===== src/rtl/hazard_pkg.sv =====
// hazard_pkg: shared types and constants for the hazard scoreboard
package hazard_pkg;
    localparam int NREG = 32;
    typedef enum logic [1:0] {FWD_REG, FWD_E, FWD_M, FWD_W} fwd_sel_t;
    typedef struct packed {
        logic [4:0]  dst;
        logic        we;
        logic        long;
        logic [31:0] val;
    } stage_t;
endpackage


===== src/rtl/hazard_fwd.sv =====
// hazard_fwd: operand forwarding select and RAW hazard flag for one D-stage source
// src/src_v/regval: source register, used flag, register-file value; br: D is a branch
// pend: scoreboard bit of src; e/m: E and M destination bundles; w_*: W destination
// val: resolved operand; haz: source must wait
module hazard_fwd
    import hazard_pkg::*;
#(
    parameter int BR_FWD_E = 0
) (
    input  logic [4:0]  src,
    input  logic        src_v,
    input  logic [31:0] regval,
    input  logic        br,
    input  logic        pend,
    input  stage_t      e,
    input  stage_t      m,
    input  logic [4:0]  w_dst,
    input  logic        w_we,
    input  logic [31:0] w_val,
    output logic [31:0] val,
    output logic        haz
);
    logic nz, e_hit, m_hit, w_hit, e_blk;
    fwd_sel_t sel;
    always_comb begin
        nz = src != 5'd0;
        e_hit = nz && e.we && e.dst == src;
        m_hit = nz && m.we && m.dst == src;
        w_hit = nz && w_we && w_dst == src;
        // E cannot supply a long result, nor feed a branch when that path is disabled
        e_blk = e.long || (br && BR_FWD_E == 0);
        sel = (e_hit && !e_blk) ? FWD_E : (m_hit && !m.long) ? FWD_M : w_hit ? FWD_W : FWD_REG;
        val = sel == FWD_E ? e.val : sel == FWD_M ? m.val : sel == FWD_W ? w_val : regval;
        // a pending long write is resolved once it reaches W, where it is forwarded
        haz = src_v && ((e_hit && e_blk) || (m_hit && m.long) || (nz && pend && !w_hit));
    end
endmodule


===== src/rtl/hazard_sb.sv =====
// hazard_sb: pipeline hazard scoreboard with forwarding, stall/bubble control and MDU busy tracking
// inputs: ibus/dbus waits, D operand and destination info, E/M/W destination bundles, mdu_start
// outputs: fwd_val per source, stall_f/d/e/m, bubble_e/w, pending scoreboard, hilo_busy
module hazard_sb
    import hazard_pkg::*;
#(
    parameter int NSRC     = 2,
    parameter int MDU_LAT  = 32,
    parameter int BR_FWD_E = 0
) (
    input  logic                 clk,
    input  logic                 resetn,
    input  logic                 ibus_wait,
    input  logic                 dbus_wait,
    input  logic [NSRC-1:0][4:0]  d_src,
    input  logic [NSRC-1:0]       d_src_v,
    input  logic [NSRC-1:0][31:0] d_regval,
    input  logic                 d_br,
    input  logic                 d_hilo,
    input  logic [4:0]           d_dst,
    input  logic                 d_we,
    input  logic                 d_long,
    input  logic                 mdu_start,
    input  logic [4:0]           e_dst,
    input  logic                 e_we,
    input  logic                 e_long,
    input  logic [31:0]          e_val,
    input  logic [4:0]           m_dst,
    input  logic                 m_we,
    input  logic                 m_long,
    input  logic [31:0]          m_val,
    input  logic [4:0]           w_dst,
    input  logic                 w_we,
    input  logic                 w_long,
    input  logic [31:0]          w_val,
    output logic [NSRC-1:0][31:0] fwd_val,
    output logic                 stall_f,
    output logic                 stall_d,
    output logic                 stall_e,
    output logic                 stall_m,
    output logic                 bubble_e,
    output logic                 bubble_w,
    output logic [NREG-1:0]      pending,
    output logic                 hilo_busy
);
    stage_t e_s, m_s;
    logic [NSRC-1:0] haz;
    logic [5:0] cnt;
    logic waw, any_stall, set, clr;
    assign e_s = '{dst: e_dst, we: e_we, long: e_long, val: e_val};
    assign m_s = '{dst: m_dst, we: m_we, long: m_long, val: m_val};
    for (genvar i = 0; i < NSRC; i++) begin : g_src
        hazard_fwd #(.BR_FWD_E(BR_FWD_E)) u_fwd (
            .src(d_src[i]), .src_v(d_src_v[i]), .regval(d_regval[i]), .br(d_br),
            .pend(pending[d_src[i]]), .e(e_s), .m(m_s),
            .w_dst(w_dst), .w_we(w_we), .w_val(w_val),
            .val(fwd_val[i]), .haz(haz[i])
        );
    end
    always_comb begin
        hilo_busy = cnt != 6'd0;
        waw = d_we && d_long && pending[d_dst];
        any_stall = (|haz) || waw || (d_hilo && hilo_busy) || ibus_wait;
        // a data-bus wait freezes the whole pipe and drains nothing into W
        stall_f = dbus_wait || any_stall;
        stall_d = dbus_wait || any_stall;
        stall_e = dbus_wait;
        stall_m = dbus_wait;
        bubble_w = dbus_wait;
        bubble_e = !dbus_wait && any_stall;
        set = !stall_d && d_we && d_long && d_dst != 5'd0;
        clr = !dbus_wait && w_we && w_long;
    end
    always_ff @(posedge clk or negedge resetn) begin
        if (!resetn) begin
            pending <= '0;
            cnt <= '0;
        end else begin
            // set is OR-ed after the clear so it wins on a same-register collision
            pending <= (pending & ~(NREG'(clr) << w_dst)) | (NREG'(set) << d_dst);
            cnt <= (mdu_start && !hilo_busy && !dbus_wait) ? 6'(MDU_LAT) : hilo_busy ? cnt - 6'd1 : cnt;
        end
    end
endmodule


===== config.mk =====
export PLATFORM = sky130hd
export DESIGN_NAME = hazard_sb
export DESIGN_NICKNAME = d
export VERILOG_FILES = /design/src/rtl/hazard_pkg.sv /design/src/rtl/hazard_fwd.sv /design/src/rtl/hazard_sb.sv
export SDC_FILE = /design/constraint.sdc
export NUM_CORES = 1
export LEC_CHECK = 0
export ABC_AREA = 1
export CORE_MARGIN = 8
export CORE_UTILIZATION = 41
export DETAILED_ROUTE_END_ITERATION = 7
export PLACE_DENSITY = 0.88
export SLEW_MARGIN = 20
export SYNTH_ARGS = -nofsm -noshare
export SYNTH_HDL_FRONTEND = slang
export SYNTH_SLANG_ARGS = --single-unit

===== constraint.sdc =====
create_clock -name clk -period 4.1 [get_ports clk]
set_input_delay 0.615 -clock clk [delete_from_list [all_inputs] [get_ports clk]]
set_output_delay 0.615 -clock clk [all_outputs]
set_load 0.02 [all_outputs]

== After elaboration in Yosys (flattened, before gate mapping) ==
Cells that the tools add are included.

* Reduce and logical (&&, ||, !) cells: 59
* $add $sub $neg: 1
* Bitwise operators: 3
* Shift-type cells: 2
* Order comparisons: 3
* Equality and inequality tests: 12
* Mux-type cells: 20

{| class="wikitable"
|+ Operator list
! operator !! number
|-
| 32-bit two-way mux || 6
|-
| 1-bit by 5-bit left shift with 32-bit output || 2
|-
| 1-bit logical AND || 37
|-
| 32-bit AND || 1
|-
| 32-bit NOT || 1
|-
| 32-bit OR || 1
|-
| 5-bit == test || 6
|-
| 5-bit by 6-bit less-than comparator with 1-bit output, second input constant || 3
|-
| 1-bit binary-select mux with 5-bit select || 3
|-
| 5-bit nonzero test || 3
|-
| 2-bit two-way mux || 6
|-
| 6-bit two-way mux || 2
|-
| 1-bit logical OR || 9
|-
| 2-bit == test, second input constant || 4
|-
| 1-bit zero test || 7
|-
| 6-bit nonzero test || 1
|-
| 6-bit by 1-bit subtractor with 6-bit output, second input constant || 1
|-
| 2-bit by 1-bit == test with 1-bit output, second input constant || 2
|-
| 1-bit two-way mux || 3
|-
| 2-bit nonzero test || 1
|-
| 2-bit OR reduction || 1
|}

* Bits in registers: 38
* Output and inout port bits: 103
* Logic and storage cells: 102
* Input bits: 207

== Depth between registers and ports, before layout ==
* Depth after elaboration: 18
* Gate-level depth with buffers: 17
* Depth with buffers taken out: 16

== Modules after synthesis ==
From an unflattened synthesis, not the netlist that was laid out.

* Cell total of the unflattened synthesis: 1165
* Area, all modules: 6333.6 µm²

{| class="wikitable"
|+ Modules (own cells, without submodules)
! module !! seq. area each (µm²) !! area each (µm²) !! instances !! cells each
|-
| hazard_fwd || 0.0 || 1756.7 || 2 || 371
|-
| hazard_sb || 950.9 || 2820.2 || 1 || 423
|}

== Least setup slack after synthesis ==
Ideal clock, no wire load.

* Path type: input to output
* From: in d_src[1] (netlist bit)
* To: out fwd_val[0] (netlist bit)
* Data arrival time: 2.246 ns
* Buffers on the path: 2
* Data required time: 3.485 ns
* Cell stages on the path: 11
* Slack: 1.239 ns
* Cells stage by stage: buf_6 inv_2 nand4_1 nor2_2 nor2_1 nand3_2 nand2_1 nor2_1 buf_2 nand2_1 a31oi_1

{| class="wikitable"
|+ RTL lines
! element !! RTL line !! source
|-
| from (decl) || hazard_sb.sv:15 || <nowiki>input logic [NSRC-1:0][4:0] d_src,</nowiki>
|-
| to (decl) || hazard_sb.sv:36 || <nowiki>output logic [NSRC-1:0][31:0] fwd_val,</nowiki>
|}

==> results_dict.tcl <==
set metrics [dict create \
    clock-sinks 38 \
    hold_buffers 0 \
    synth_cell_types 39 \
    finalHoldViolations 0 \
    power.density_nw_per_um2 203.0 \
    r2r.worst_path.cells 14 \
    ys_ff_latch 38 \
    initial_core_util_pct 41.64 \
    cts_setup_buffers 0 \
    viasPerCell 6.123 \
    track_usage_pct 36.06 \
    slew_viol_final 0 \
    cts-root-buf "clkbuf_16" \
    grt_pass1_vias 7723 \
    grt_util_met1_pct 44.69 \
    hp-start "cnt[3]" \
    irDropWorstVdd_uv 314.3 \
    overflow 0 \
    synthCells 859 \
    multi_input_area_um2 3395 \
    period_minus_slack_ps 3844 \
    timing.critical_path.mode_cell "buf_4" \
    power_uw 1777 \
    reg2reg_from "cnt[0]" \
    crit_fanout 17 \
    hp-class "reg2reg" \
    gr-usage-met3_pct 9.072 \
    rsz0062_at_grt "no" \
    skew_ps 5.345 \
    port_buffers 309 \
    yosysWarningCount 0 \
    grt_first_pass_wirelength_mm 45.57 \
    gp_congestion 1.024 \
    reg2reg_to "pending[15]" \
    tns_ps 0 \
    finalSetupViolations 0 \
    grt_max_degree 39 \
    path_clk_slew_ps 50 \
    slowest_stage "clkdlybuf4s50_1" \
    htreeDepth 2 \
    arrival_ps 3230 \
    syn-num-nets 1067 \
    endpoint "fwd_val[34]" \
    crit_start "d_src[9]" \
    fmaxAchievable_mhz 260.2 \
    drc 0 \
    setup.worst_path.start_class "input port" \
    drtIter0Drc 1012 \
    worstPathRequired_ps 3480 \
    final_util_pct 73.17 \
    max_stage_delay_ps 480 \
    num_rows 40 \
    seqCellArea_um2 950.9 \
    p_leak_uw 0.004306 \
    die-area_um2 15930 \
    antenna_found_initial 10 \
    cts_tree "built" \
    critical_path_class "in2out" \
    max_slew_margin_pct 66.27 \
    rrSetupSlack_ps 1530 \
    crit_path_end_kind "output port" \
    chipHeight_um 126.2 \
    busiest_layer "met2" \
    core_um2 11960 \
    synth_edf_count 0 \
    die_x_um 126.2 \
    worst_pin_slew_ps 505.9 \
    fillCellCount 1013 \
    drive_above_1_share_pct 7.857 \
    syn2layout_area_growth_pct 75.71 \
    ys_seq_area_share_pct 19.09 \
    outcome "completed" \
    cts_buffers 5 \
    path_cells "clkdlybuf4s50_1, buf_4, nand2_1, nand2_1, nor4_2, nand3_2, buf_4, nand4_2, buf_4, o22ai_1, a31oi_1, dlygate4sd2_1" \
    max_cap_violations 0 \
    synth_flop_cell "dfrtp_1" \
    clk_path_buf_depth 2 \
    drt.antenna.violating_nets 0 \
    grt_util_met2_pct 59.85 \
    dr.pass1.iters 5 \
    syn_area_um2 4981 \
    fin_crit_sh_pct 93.75 \
    vias 8094 \
    avgSynthCellArea_um2 5.799 \
    ios 310 \
    clock_latency_ps 280 \
    final_nets 1379 \
    drt-total-wl_mm 30.48 \
    wl_per_cell_um 23.06 \
    hold_slack_ps 511.5 \
    async_flop_share_pct 100.0 \
    dpl.hpwl_mm 24.47 \
]
## cell usage after synthesis (2+ instances only)
cell      instances  area, um^2
clkbuf_1         17       63.81
nand3_2           2       20.02
nor3_1            3       15.01
dfrtp_1          38       950.9
buf_2            27       135.1
o21ai_1           3       15.01
nand2_1         275        1032
nand3_1          87       435.4
o21ai_0          62       310.3
or2_2             2       12.51
o22ai_1          65       406.6
o211ai_1         12       90.09
inv_2            10       37.54
nor2_2            2       12.51
nor2_4            2       22.52
xnor2_1           6       52.55
nor2_1           38       142.6
xor2_1            5       43.79
inv_1            65       244.0
buf_4            10       75.07
buf_6             7       78.83
nand4_1          21       131.4
a31oi_1          62       387.9
a21oi_1          23       115.1
## through the flow
| stage | instance area, um^2 | std cells | setup slack [ps] |
|---|---|---|---|
| CTS | 8579 | 1318 | 52.86 |
| floorplan | 4981 | 859 | 1239 |
| finish | 8752 | 1322 | 256.1 |
| global route | 8752 | 1322 | 37.56 |
| detailed placement | 8414 | 1311 | -49.40 |
| global placement | 8414 | 1311 | -18.44 |
## worst max-delay path: cells and delay by family
kind / cells / cell delay (ps)
and+or+nand+nor: 5 / 740
buffers and inverters: 5 / 1480
AOI/OAI and AO/OA: 2 / 390
## logic make-up (layout without fill, tap and decap cells)
| logic type | Yosys count | after routing | synth area share, % |
|---|---|---|---|
| compound gates | 233 | 233 | 27.81 |
| xor+xnor | 11 | 11 | 1.934 |
| fa+ha+maj | 1 | 1 | 0.2512 |
| buf+inv | 138 | 450 | 12.91 |
| flops | 38 | 38 | 19.09 |
| other cells | 0 | 4 | 0 |
| simple gates | 438 | 438 | 38.01 |
## cell usage in the layout (no fill, tap or decap), drive strengths merged
cell           count
a21oi             24
nor4               1
dlymetal6s2s      63
o2111ai            1
o211ai            13
nor3               4
nand4             23
o21a               1
or2                3
ha                 1
clkdlybuf4s50    243
dfrtp             38
buf               58
bufinv             1
a21boi             1
clkinv             1
xor2               5
o21ai             65
diode              4
nand2            276
xnor2              6
dlygate4sd2        3
clkbuf             6
nand3             89
inv               75
o21bai             1
nor2              42
a31oi             62
o22ai             65
## what timing repair did
action / in CTS / in global routing
resized for setup: 3 / 64
setup endpoints to repair: 3 / 62
pin swaps: 0 / 0
cloned: 0 / 0
## worst min-delay path by stage
stage | to | slack (ps) | depth (start not counted)
6_report | cnt[3] | 510 | 1
2_1_floorplan | cnt[0] | 320 | 0
4_1_cts | cnt[3] | 510 | 1
3_5_place_dp | cnt[2] | 490 | 1
5_1_grt | cnt[3] | 520 | 1
3_3_place_gp | cnt[3] | 480 | 1
## area by class of cell
| class | instances | area share, % |
|---|---|---|
| Sequential cell | 38 | 10.86 |
| Inverter | 76 | 3.274 |
| Tap cell | 147 | 2.101 |
| Timing Repair Buffer | 367 | 42.93 |
| Antenna cell | 4 | 0.1144 |
| Clock buffer | 6 | 1.587 |
| Multi-Input combinational cell | 683 | 38.78 |
| Clock inverter | 1 | 0.3431 |
## registers in the layout, summed over array words and instances (netlist names)
register / cells
pending: 32
cnt: 6
## metal layers
metal,vias up,share of wire [%],wire [um]
met2,638,46,14140
met4,12,3.5,1067
met3,102,12,3623
met5,-,0.25,75
li1,3609,-,-
met1,3733,38,11580
## report_power, final
group	internal [uW]	switching, uW
registers	417	44.7
logic	420	447
clock network	300	147
total	1140	639
Power figures use the tool's default switching activity.
